$ cat src/rtl/dmem_pkg.sv
// Shared types and helpers for the byte-lane data memory.
//   funct3_e : load encodings (LB..LWU); store encodings alias the same values
//   state_e  : INIT (zero sweep) / RUN (accepting requests)
//   be_gen   : byte-enable mask (up to 8 lanes) for an access size at an offset
//   is_aligned, legal_load, legal_store : fault classification helpers
package dmem_pkg;

    typedef enum logic [2:0] {
        LB  = 3'b000,
        LH  = 3'b001,
        LW  = 3'b010,
        LD  = 3'b011,
        LBU = 3'b100,
        LHU = 3'b101,
        LWU = 3'b110
    } funct3_e;

    // Stores share the load size encoding; an enum cannot hold duplicate
    // values, so the store names are aliases.
    localparam funct3_e SB = LB;
    localparam funct3_e SH = LH;
    localparam funct3_e SW = LW;
    localparam funct3_e SD = LD;

    typedef enum logic {
        INIT = 1'b0,
        RUN  = 1'b1
    } state_e;

    function automatic logic [7:0] be_gen(input logic [2:0] funct3, input logic [2:0] offset);
        case (funct3)
            LB, LBU: be_gen = 8'h01 << offset;
            LH, LHU: be_gen = 8'h03 << offset;
            LW, LWU: be_gen = 8'h0F << offset;
            default: be_gen = 8'hFF;
        endcase
    endfunction

    function automatic logic is_aligned(input logic [2:0] funct3, input logic [2:0] offset);
        case (funct3)
            LB, LBU: is_aligned = 1'b1;
            LH, LHU: is_aligned = (offset[0] == 1'b0);
            LW, LWU: is_aligned = (offset[1:0] == 2'b00);
            LD:      is_aligned = (offset == 3'b000);
            default: is_aligned = 1'b0;
        endcase
    endfunction

    function automatic logic legal_load(input logic [2:0] funct3, input logic is64);
        case (funct3)
            LB, LH, LW, LBU, LHU: legal_load = 1'b1;
            LD, LWU:              legal_load = is64;
            default:              legal_load = 1'b0;
        endcase
    endfunction

    function automatic logic legal_store(input logic [2:0] funct3, input logic is64);
        case (funct3)
            SB, SH, SW: legal_store = 1'b1;
            SD:         legal_store = is64;
            default:    legal_store = 1'b0;
        endcase
    endfunction

endpackage

$ cat src/rtl/datamemory_bytelane_if.sv
// MEM-stage bus between the pipeline (master) and the data memory (slave).
//   MemRead/MemWrite/a/wd/Funct3 : request from the pipeline
//   ready/rd/rd_valid/fault      : status and load data from the memory
interface datamemory_bytelane_if #(
    parameter int DM_ADDRESS = 9,
    parameter int DATA_W     = 32
);
    logic                  MemRead;
    logic                  MemWrite;
    logic [DM_ADDRESS-1:0] a;
    logic [DATA_W-1:0]     wd;
    logic [2:0]            Funct3;
    logic                  ready;
    logic [DATA_W-1:0]     rd;
    logic                  rd_valid;
    logic                  fault;

    modport master (
        output MemRead, MemWrite, a, wd, Funct3,
        input  ready, rd, rd_valid, fault
    );

    modport slave (
        input  MemRead, MemWrite, a, wd, Funct3,
        output ready, rd, rd_valid, fault
    );
endinterface

$ cat src/rtl/dmem_bank.sv
// Byte-enabled single-clock RAM, synchronous write, registered read.
//   clk   : clock
//   we/be : write strobe and per-lane byte enables
//   waddr/wdata : write word index and lane-aligned data
//   re/raddr    : read strobe and word index; rdata updates only when re
//   rdata : registered read word (old data on same-edge read/write collision)
module dmem_bank #(
    parameter int DATA_W = 32,
    parameter int IDX_W  = 7
) (
    input  logic                clk,
    input  logic                we,
    input  logic [DATA_W/8-1:0] be,
    input  logic [IDX_W-1:0]    waddr,
    input  logic [DATA_W-1:0]   wdata,
    input  logic                re,
    input  logic [IDX_W-1:0]    raddr,
    output logic [DATA_W-1:0]   rdata
);
    localparam int NB    = DATA_W / 8;
    localparam int DEPTH = 2 ** IDX_W;

    logic [DATA_W-1:0] mem [DEPTH];

    always_ff @(posedge clk) begin
        if (we) begin
            for (int i = 0; i < NB; i++) begin
                if (be[i]) mem[waddr][i*8 +: 8] <= wdata[i*8 +: 8];
            end
        end
        if (re) rdata <= mem[raddr];
    end
endmodule

$ cat src/rtl/datamemory_bytelane.sv
// Byte-lane data memory for the MEM stage.
//   clk, rst : clock and asynchronous active-high reset
//   bus      : slave side of datamemory_bytelane_if (request in, load data /
//              ready / rd_valid / fault out)
// After reset the array is swept to zero one word per cycle (INIT), then
// requests are accepted one per cycle (RUN). Load results appear the cycle
// after acceptance; rd holds until the next load completes.
//
// state | meaning
// INIT  | writing zero to word[counter], ready low
// RUN   | accepting loads/stores
module datamemory_bytelane
    import dmem_pkg::*;
#(
    parameter int DM_ADDRESS = 9,
    parameter int DATA_W     = 32
) (
    input logic clk,
    input logic rst,
    datamemory_bytelane_if.slave bus
);
    localparam int   NB    = DATA_W / 8;
    localparam int   OFF_W = $clog2(NB);
    localparam int   IDX_W = DM_ADDRESS - OFF_W;
    localparam int   DEPTH = 2 ** IDX_W;
    localparam logic IS64  = (DATA_W == 64);

    state_e            state;
    logic [IDX_W-1:0]  counter;
    logic              ready_q;
    logic              rd_valid_q;
    logic              fault_q;
    logic              ld_ok_q;
    logic [OFF_W-1:0]  off_q;
    funct3_e           f3_q;

    logic [OFF_W-1:0]  off;
    logic [IDX_W-1:0]  idx;
    logic              req;
    logic              both;
    logic              aligned;
    logic              bad;
    logic              ld_go;
    logic              st_go;

    logic              bank_we;
    logic [NB-1:0]     bank_be;
    logic [IDX_W-1:0]  bank_waddr;
    logic [DATA_W-1:0] bank_wdata;
    logic [DATA_W-1:0] bank_rdata;
    logic [DATA_W-1:0] shifted;
    logic [DATA_W-1:0] ext;

    assign off = bus.a[OFF_W-1:0];
    assign idx = bus.a[DM_ADDRESS-1:OFF_W];

    always_comb begin
        req     = ready_q && (bus.MemRead || bus.MemWrite);
        both    = bus.MemRead && bus.MemWrite;
        aligned = is_aligned(bus.Funct3, 3'(off));
        if (both)             bad = 1'b1;
        else if (bus.MemRead) bad = !(legal_load(bus.Funct3, IS64) && aligned);
        else                  bad = !(legal_store(bus.Funct3, IS64) && aligned);
        ld_go = req && bus.MemRead && !bad;
        st_go = req && bus.MemWrite && !bad;
    end

    // The zero sweep shares the single write port with stores; stores cannot
    // collide with it because ready is low during INIT.
    always_comb begin
        if (state == INIT) begin
            bank_we    = 1'b1;
            bank_be    = '1;
            bank_waddr = counter;
            bank_wdata = '0;
        end else begin
            bank_we    = st_go;
            bank_be    = NB'(be_gen(bus.Funct3, 3'(off)));
            bank_waddr = idx;
            bank_wdata = bus.wd << {off, 3'b000};
        end
    end

    dmem_bank #(
        .DATA_W (DATA_W),
        .IDX_W  (IDX_W)
    ) u_bank (
        .clk    (clk),
        .we     (bank_we),
        .be     (bank_be),
        .waddr  (bank_waddr),
        .wdata  (bank_wdata),
        .re     (ld_go),
        .raddr  (idx),
        .rdata  (bank_rdata)
    );

    // Extract from the registered word using the offset/Funct3 captured with
    // the load; a faulted (or no) load forces rd to zero via ld_ok_q.
    always_comb begin
        shifted = bank_rdata >> {off_q, 3'b000};
        ext     = '0;
        case (f3_q)
            LB:      ext = DATA_W'($signed(shifted[7:0]));
            LH:      ext = DATA_W'($signed(shifted[15:0]));
            LW:      ext = DATA_W'($signed(shifted[31:0]));
            LD:      ext = shifted;
            LBU:     ext = DATA_W'(shifted[7:0]);
            LHU:     ext = DATA_W'(shifted[15:0]);
            LWU:     ext = DATA_W'(shifted[31:0]);
            default: ext = '0;
        endcase
    end

    always_ff @(posedge clk or posedge rst) begin
        if (rst) begin
            state      <= INIT;
            counter    <= '0;
            ready_q    <= 1'b0;
            rd_valid_q <= 1'b0;
            fault_q    <= 1'b0;
            ld_ok_q    <= 1'b0;
            off_q      <= '0;
            f3_q       <= LB;
        end else begin
            case (state)
                INIT: begin
                    rd_valid_q <= 1'b0;
                    fault_q    <= 1'b0;
                    counter    <= counter + 1'b1;
                    if (counter == IDX_W'(DEPTH - 1)) begin
                        state   <= RUN;
                        ready_q <= 1'b1;
                    end
                end
                RUN: begin
                    rd_valid_q <= req && bus.MemRead && !both;
                    fault_q    <= req && bad;
                    if (req && bus.MemRead && !both) begin
                        ld_ok_q <= !bad;
                        off_q   <= off;
                        f3_q    <= funct3_e'(bus.Funct3);
                    end
                end
                default: state <= INIT;
            endcase
        end
    end

    assign bus.ready    = ready_q;
    assign bus.rd_valid = rd_valid_q;
    assign bus.fault    = fault_q;
    assign bus.rd       = ld_ok_q ? ext : '0;

endmodule

$ cat src/flat_wrapper.sv
// flat-port wrapper written by rule: the top's interface ports become plain ports
module datamemory_bytelane_flat import dmem_pkg::*;
#(
    parameter int DM_ADDRESS = 9,
    parameter int DATA_W     = 32
)
  (clk, rst, bus_MemRead, bus_MemWrite, bus_a, bus_wd, bus_Funct3, bus_ready, bus_rd, bus_rd_valid, bus_fault);
  datamemory_bytelane_if #(.DM_ADDRESS(DM_ADDRESS), .DATA_W(DATA_W)) bus_i ();
  input logic clk;
  input logic rst;
  input wire logic [$bits(bus_i.MemRead)-1:0] bus_MemRead;
  input wire logic [$bits(bus_i.MemWrite)-1:0] bus_MemWrite;
  input wire logic [$bits(bus_i.a)-1:0] bus_a;
  input wire logic [$bits(bus_i.wd)-1:0] bus_wd;
  input wire logic [$bits(bus_i.Funct3)-1:0] bus_Funct3;
  output wire logic [$bits(bus_i.ready)-1:0] bus_ready;
  output wire logic [$bits(bus_i.rd)-1:0] bus_rd;
  output wire logic [$bits(bus_i.rd_valid)-1:0] bus_rd_valid;
  output wire logic [$bits(bus_i.fault)-1:0] bus_fault;
  assign bus_i.MemRead = bus_MemRead;
  assign bus_i.MemWrite = bus_MemWrite;
  assign bus_i.a = bus_a;
  assign bus_i.wd = bus_wd;
  assign bus_i.Funct3 = bus_Funct3;
  assign bus_ready = bus_i.ready;
  assign bus_rd = bus_i.rd;
  assign bus_rd_valid = bus_i.rd_valid;
  assign bus_fault = bus_i.fault;
  datamemory_bytelane #(.DM_ADDRESS(DM_ADDRESS), .DATA_W(DATA_W)) u_core (.clk(clk), .rst(rst), .bus(bus_i));
endmodule
$ cat config.mk
export PLATFORM = sky130hd
export DESIGN_NAME = datamemory_bytelane_flat
export DESIGN_NICKNAME = d
export VERILOG_FILES = /design/src/rtl/dmem_pkg.sv /design/src/rtl/datamemory_bytelane_if.sv /design/src/rtl/dmem_bank.sv /design/src/rtl/datamemory_bytelane.sv /design/src/flat_wrapper.sv
export SDC_FILE = /design/constraint.sdc
export NUM_CORES = 2
export LEC_CHECK = 0
export CAP_MARGIN = 0
export CORE_MARGIN = 2
export CORE_UTILIZATION = 25
export CTS_BUF_LIST = sky130_fd_sc_hd__clkbuf_4 sky130_fd_sc_hd__clkbuf_8
export DETAILED_ROUTE_END_ITERATION = 6
export GPL_ROUTABILITY_DRIVEN = 0
export HOLD_SLACK_MARGIN = 0.03
export PLACE_DENSITY = 0.47
export REMOVE_ABC_BUFFERS = 1
export SLEW_MARGIN = 30
export SYNTH_ARGS = -nofsm -noshare
export SYNTH_HDL_FRONTEND = slang
export SYNTH_SLANG_ARGS = --single-unit
$ cat constraint.sdc
create_clock -name clk -period 18.8 [get_ports clk]
set_input_delay 2.82 -clock clk [delete_from_list [all_inputs] [get_ports clk]]
set_output_delay 2.82 -clock clk [all_outputs]
set_load 0.1 [all_outputs]
== After elaboration in Yosys (flattened, before gate mapping) ==
Memories as Yosys holds them, arrays and structs flattened. A register that Yosys moved wholly into a read port is not among the register bits.
Cells that the tools add are included.
Storage, ports and cells
  flip-flop bits (word level): 17
  bits in latches: 0
  RAM bits: 4096
  bits in read-only memories: 0
  input port bits: 48
  memories kept: 1
Operators by class
  $add $sub $neg: 1
  multipliers: 0
  div/mod/pow operators: 0
  order comparisons: 0
  eq/ne operators: 13
  shift-type cells: 5
  multiplexer cells: 32
  bitwise operators: 2
  reductions and logical operators: 27
Memory list
  u_core.u_bank.mem: words 128, bits a word 32, rd ports 1, clocked after memory_dff 1, wr ports 1, line dmem_bank.sv:23  | logic [DATA_W-1:0] mem [DEPTH];
Operators with widths (count)
  $pmux 32 s5: 1
  $mux 32: 2
  $shl 32x5->32: 1
  $shr 32x5->32: 1
  $mux 1: 23
  $eq 3x3->1 const B: 6
  $eq 3x2->1 const B: 4
  $pmux 4 s3: 1
  $logic_and 1x1->1: 10
  $reduce_or 3->1: 3
  $add 7x1->7 const B: 1
  $eq 7x7->1 const B: 1
  $mux 7: 1
  $eq 3x1->1 const B: 2
  $logic_not 3->1: 2
  $reduce_or 2->1: 3
  $reduce_or 5->1: 1
  $logic_not 1->1: 4
  $mux 4: 1
  $pmux 1 s2: 2
  $reduce_and 2->1: 2
  $shl 1x2->4 const A: 1
  $shl 2x2->4 const A: 1
  $shl 4x2->4 const A: 1
  other kinds (4): 5

== Logic depth before layout (Yosys ltp) ==
  depth in word-level cells: 14
  depth in mapped cells: 11

== By module ==
Synthesis repeated with hierarchy kept, for this count alone.
Unflattened totals
  cell total of the unflattened synthesis: 6848
  area, all modules: 161021.9 um2
By module, submodules not included
  dmem_bank: instances 1, cells each 6552, area an instance 158679.7 um2
  datamemory_bytelane: instances 1, cells each 296, area an instance 2342.2 um2

== Worst setup path after synthesis ==
Ideal clock, no wire load.
  kind: input -> register
  start point: in bus_a[1]
  end point: mem u_core.u_bank.mem[0][24], data pin
  setup time: 1.228 ns
  arrival time: 8.949 ns
  slack: 8.623 ns
  stages on the path: 4
  path through: clkbuf_1 buf_1 mux2i_1 a211oi_1
On the way
  longest elaborated chain between the ends: 2
Ends and longest elaborated chain
  from (decl): line flat_wrapper.sv:13  | input wire logic [$bits(bus_i.a)-1:0] bus_a;
  $shl 32x5->32: line datamemory_bytelane.sv:80  | bank_wdata = bus.wd << {off, 3'b000};
  $mux 32: line datamemory_bytelane.sv:71  | if (state == INIT) begin
  net u_core.bank_wdata[24]: line datamemory_bytelane.sv:49  | logic [DATA_W-1:0] bank_wdata;
  to (decl): line dmem_bank.sv:23
The timed path passes the listed nets, and every way through them passes these cells.

==> metrics.cfg <==
[status]
status = complete, but fails checks
violations = DRC

[clock_tree]
hold_buffers = 0
clk_latency_ps = 1270
clkTransAtPathRegs_ps = 60
post_cts_resized = 0
clock_sinks = 4145
tritoncts = built
cts_setup_buffers = 0
numCtsBuffers = 683
cts_max_level = 6
root_buffer = clkbuf_8
cts_buffer_depth = 4

[drt]
drc_errors = 9
drt_iter0_markers = 9952
vias_per_cell = 4.667
firstDrtPassIters = 7
wire_per_inst_um = 30.30
drt-total-wl_mm = 506.2
vias = 77980
antenna_left = 0

[worst_setup_path]
crit_fanout = 63
worst-path-buf-inv = 5
crit_required_ps = 19810
path_class = in -> reg
cp_slowest_cell = buf_4
r2r_start = u_core.state
worstPathArrival_ps = 8560
slowest_delay_ps = 870
cp-startpoint = bus_a[4]
crit_family = buffers and inverters
path_cells = buf_8 > buf_6 > buf_4 > buf_4 > buf_4 > mux4_2 > mux4_2 > mux4_2 > mux2_2
cp-end-kind = flip-flop
startpoint_type = input pin

[placement]
dp.cells = 15400
dpl.hpwl_mm = 322.3
postPlaceCellArea_um2 = 173700
port_buffers = 82

[layout]
syn2layout_area_growth_pct = 16.33
drive_above_1_share_pct = 37.11
stdcell_count = 16710
final_core_util_pct = 29.20
nFillCells = 62440
design_area_um2 = 187300
final_nets = 7568

[timing]
fin_crit_ps = 7551
rsz0062_at_grt = no
fin_setup_tns_ps = 0
hold_viol_final = 0
max_freq_mhz = 132.4
worst_slew_pin_slew_ps = 1249
setup_viol = 0
skew_ps = 54.94
post-route-period-util_pct = 40.16
max-slew-margin-rel_pct = 16.52
slew_violations = 0

[die]
die_y_um = 806.6
die_x_um = 806.6
rows = 294
core-area_um2 = 641500
dieArea_um2 = 650600
num_io_pins = 83
start_util_pct = 25.10

[synthesis]
synth.distinct_cells = 38
synth_ff_type = edfxtp_1
yosysMostFrequentCell = edfxtp_1
synthesis.area_um2 = 161000
synth_edf_count = 4128
synthTopCellsByCount = 4,128 x edfxtp_1, 1,344 x mux4_2, 585 x nor2_1
ys_ff_latch = 4145
yosysWarnings = 0
syn_area_per_cell_um2 = 23.37
synth_cells = 6892
yosysTopAreaCell = edfxtp_1
yosys.area.top_type_share_pct = 76.97
seq_area_frac_synth_pct = 77.24
postSynth.asyncResetShare_pct = 0.4101
synthTopCellsByArea = edfxtp_1 77%, mux4_2 19%, nor2_1 1.4%

[grt]
antenna_found_initial = 82
grt_pass1_vias = 79540
grt_max_degree = 122
grt_use_total_pct = 15.14
grt_first_pass_wirelength_mm = 684.8
grt.overflow.total = 0

[power_and_ir_drop]
vdd_drop_max_mv = 0.07929
leakage_nw = 50.77
power.density_nw_per_um2 = 97.11

[hold_path]
worstHoldStart = u_core.counter[2]
min_path_type = reg -> reg

[job]
max_cap_violations = 0

==> logic make-up (layout without fill, tap and decap cells) <==
logic type      Yosys count  count (layout)  synth area share (%)
buf+inv                 406            1542                 1.049
flops                  4145            4145                 77.24
xor+xnor                  6               6               0.03263
mux                    1413            1413                 19.26
other cells               0              97                     0
fa+ha+maj                 8               8               0.06216
compound gates          101             101                0.3900
simple gates            813             813                 1.969
==> power by group <==
part           internal (mW)  switching (mW)
Combinational          0.208           0.274
Clock                   4.08            3.63
Sequential              10.0               0
Total                   14.3            3.90
==> cell type report <==
type	instances	area [µm²]	share of cell area (%)
Clock buffer	924	11330	6.051
Sequential cell	4145	124400	66.40
Tap cell	8584	10740	5.733
Multi-Input combinational cell	2341	35850	19.14
Inverter	9	33.78	0.01803
Timing Repair Buffer	332	3090	1.650
Antenna cell	97	242.7	0.1296
Clock inverter	277	1649	0.8803
==> metrics by stage <==
step	power, mW	hold slack [ps]	worst slack (ps)
detailed placement	10.69	530.7	9607
floorplan	10.41	472.3	9318
global route	18.76	566.5	10920
CTS	18.37	541.4	10960
global placement	10.69	505.5	9630
finish	18.19	549.5	11250
==> metal layers <==
metal / global-route usage [%] / part of all wire, % / up-vias
li1: - / - / 30680
met1: 20.15 / 41 / 42910
met2: 23.37 / 46 / 3538
met3: 4.556 / 8.9 / 805
met4: 5.608 / 3.6 / 48
met5: 0.3581 / 0.14 / -
==> registers in the layout (all words and copies together) (netlist names) <==
signal               count
u_core.bus.fault         1
u_core.bus.rd_valid      1
u_core.bus.ready         1
u_core.counter           7
u_core.f3_q              3
u_core.ld_ok_q           1
u_core.off_q             2
u_core.state             1
u_core.u_bank.mem     4096
u_core.u_bank.rdata     32
==> worst reg2reg max path, stage by stage (launching register included) <==
cell     delay (ps)
dfrtp_1         320
buf_4           360
inv_2           180
nor3_1          220
a21oi_1         110
nor2_2          690
nand2_1        1030
nor2_1         1010
==> worst paths after layout <==
kind | endpoint | slack, ps | cells past startpoint
setup / recovery | u_core.u_bank.rdata[30] | 11250 | 9
hold / removal | u_core.counter[2] | 550 | 1
setup reg to reg | u_core.u_bank.mem[9][1] | 14480 | 7
hold reg to reg | u_core.counter[2] | 550 | 1
max in group asynchronous | u_core.off_q[1] | 16310 | 2
min in group asynchronous | u_core.state | 1990 | 2
==> cells in the final DEF, fill, tap and decap left out, types with 6 or more instances in the layout <==
cell             instances
a211oi_1                24
bufinv_16               13
nor2b_1                 20
dfrtp_1                 15
a21oi_1                 40
clkinvlp_4              16
a211oi_4                 8
and2_4                   8
clkinv_1               154
nor2_2                 196
edfxtp_1              4128
nand2_2                 41
clkdlybuf4s50_1         71
nand2_1                138
clkbuf_4               221
nor3_1                   6
nor2_1                 372
ha_1                     8
clkinv_2                78
buf_6                   32
o21ai_0                 12
buf_16                   9
nor2_4                  17
buf_12                   8
inv_1                    7
clkbuf_8               703
mux2i_1                 22
mux2_2                  44
buf_4                  204
mux4_2                1344
diode_2                 97
inv_6                   10
No activity file was read; power rests on OpenSTA's default activity.
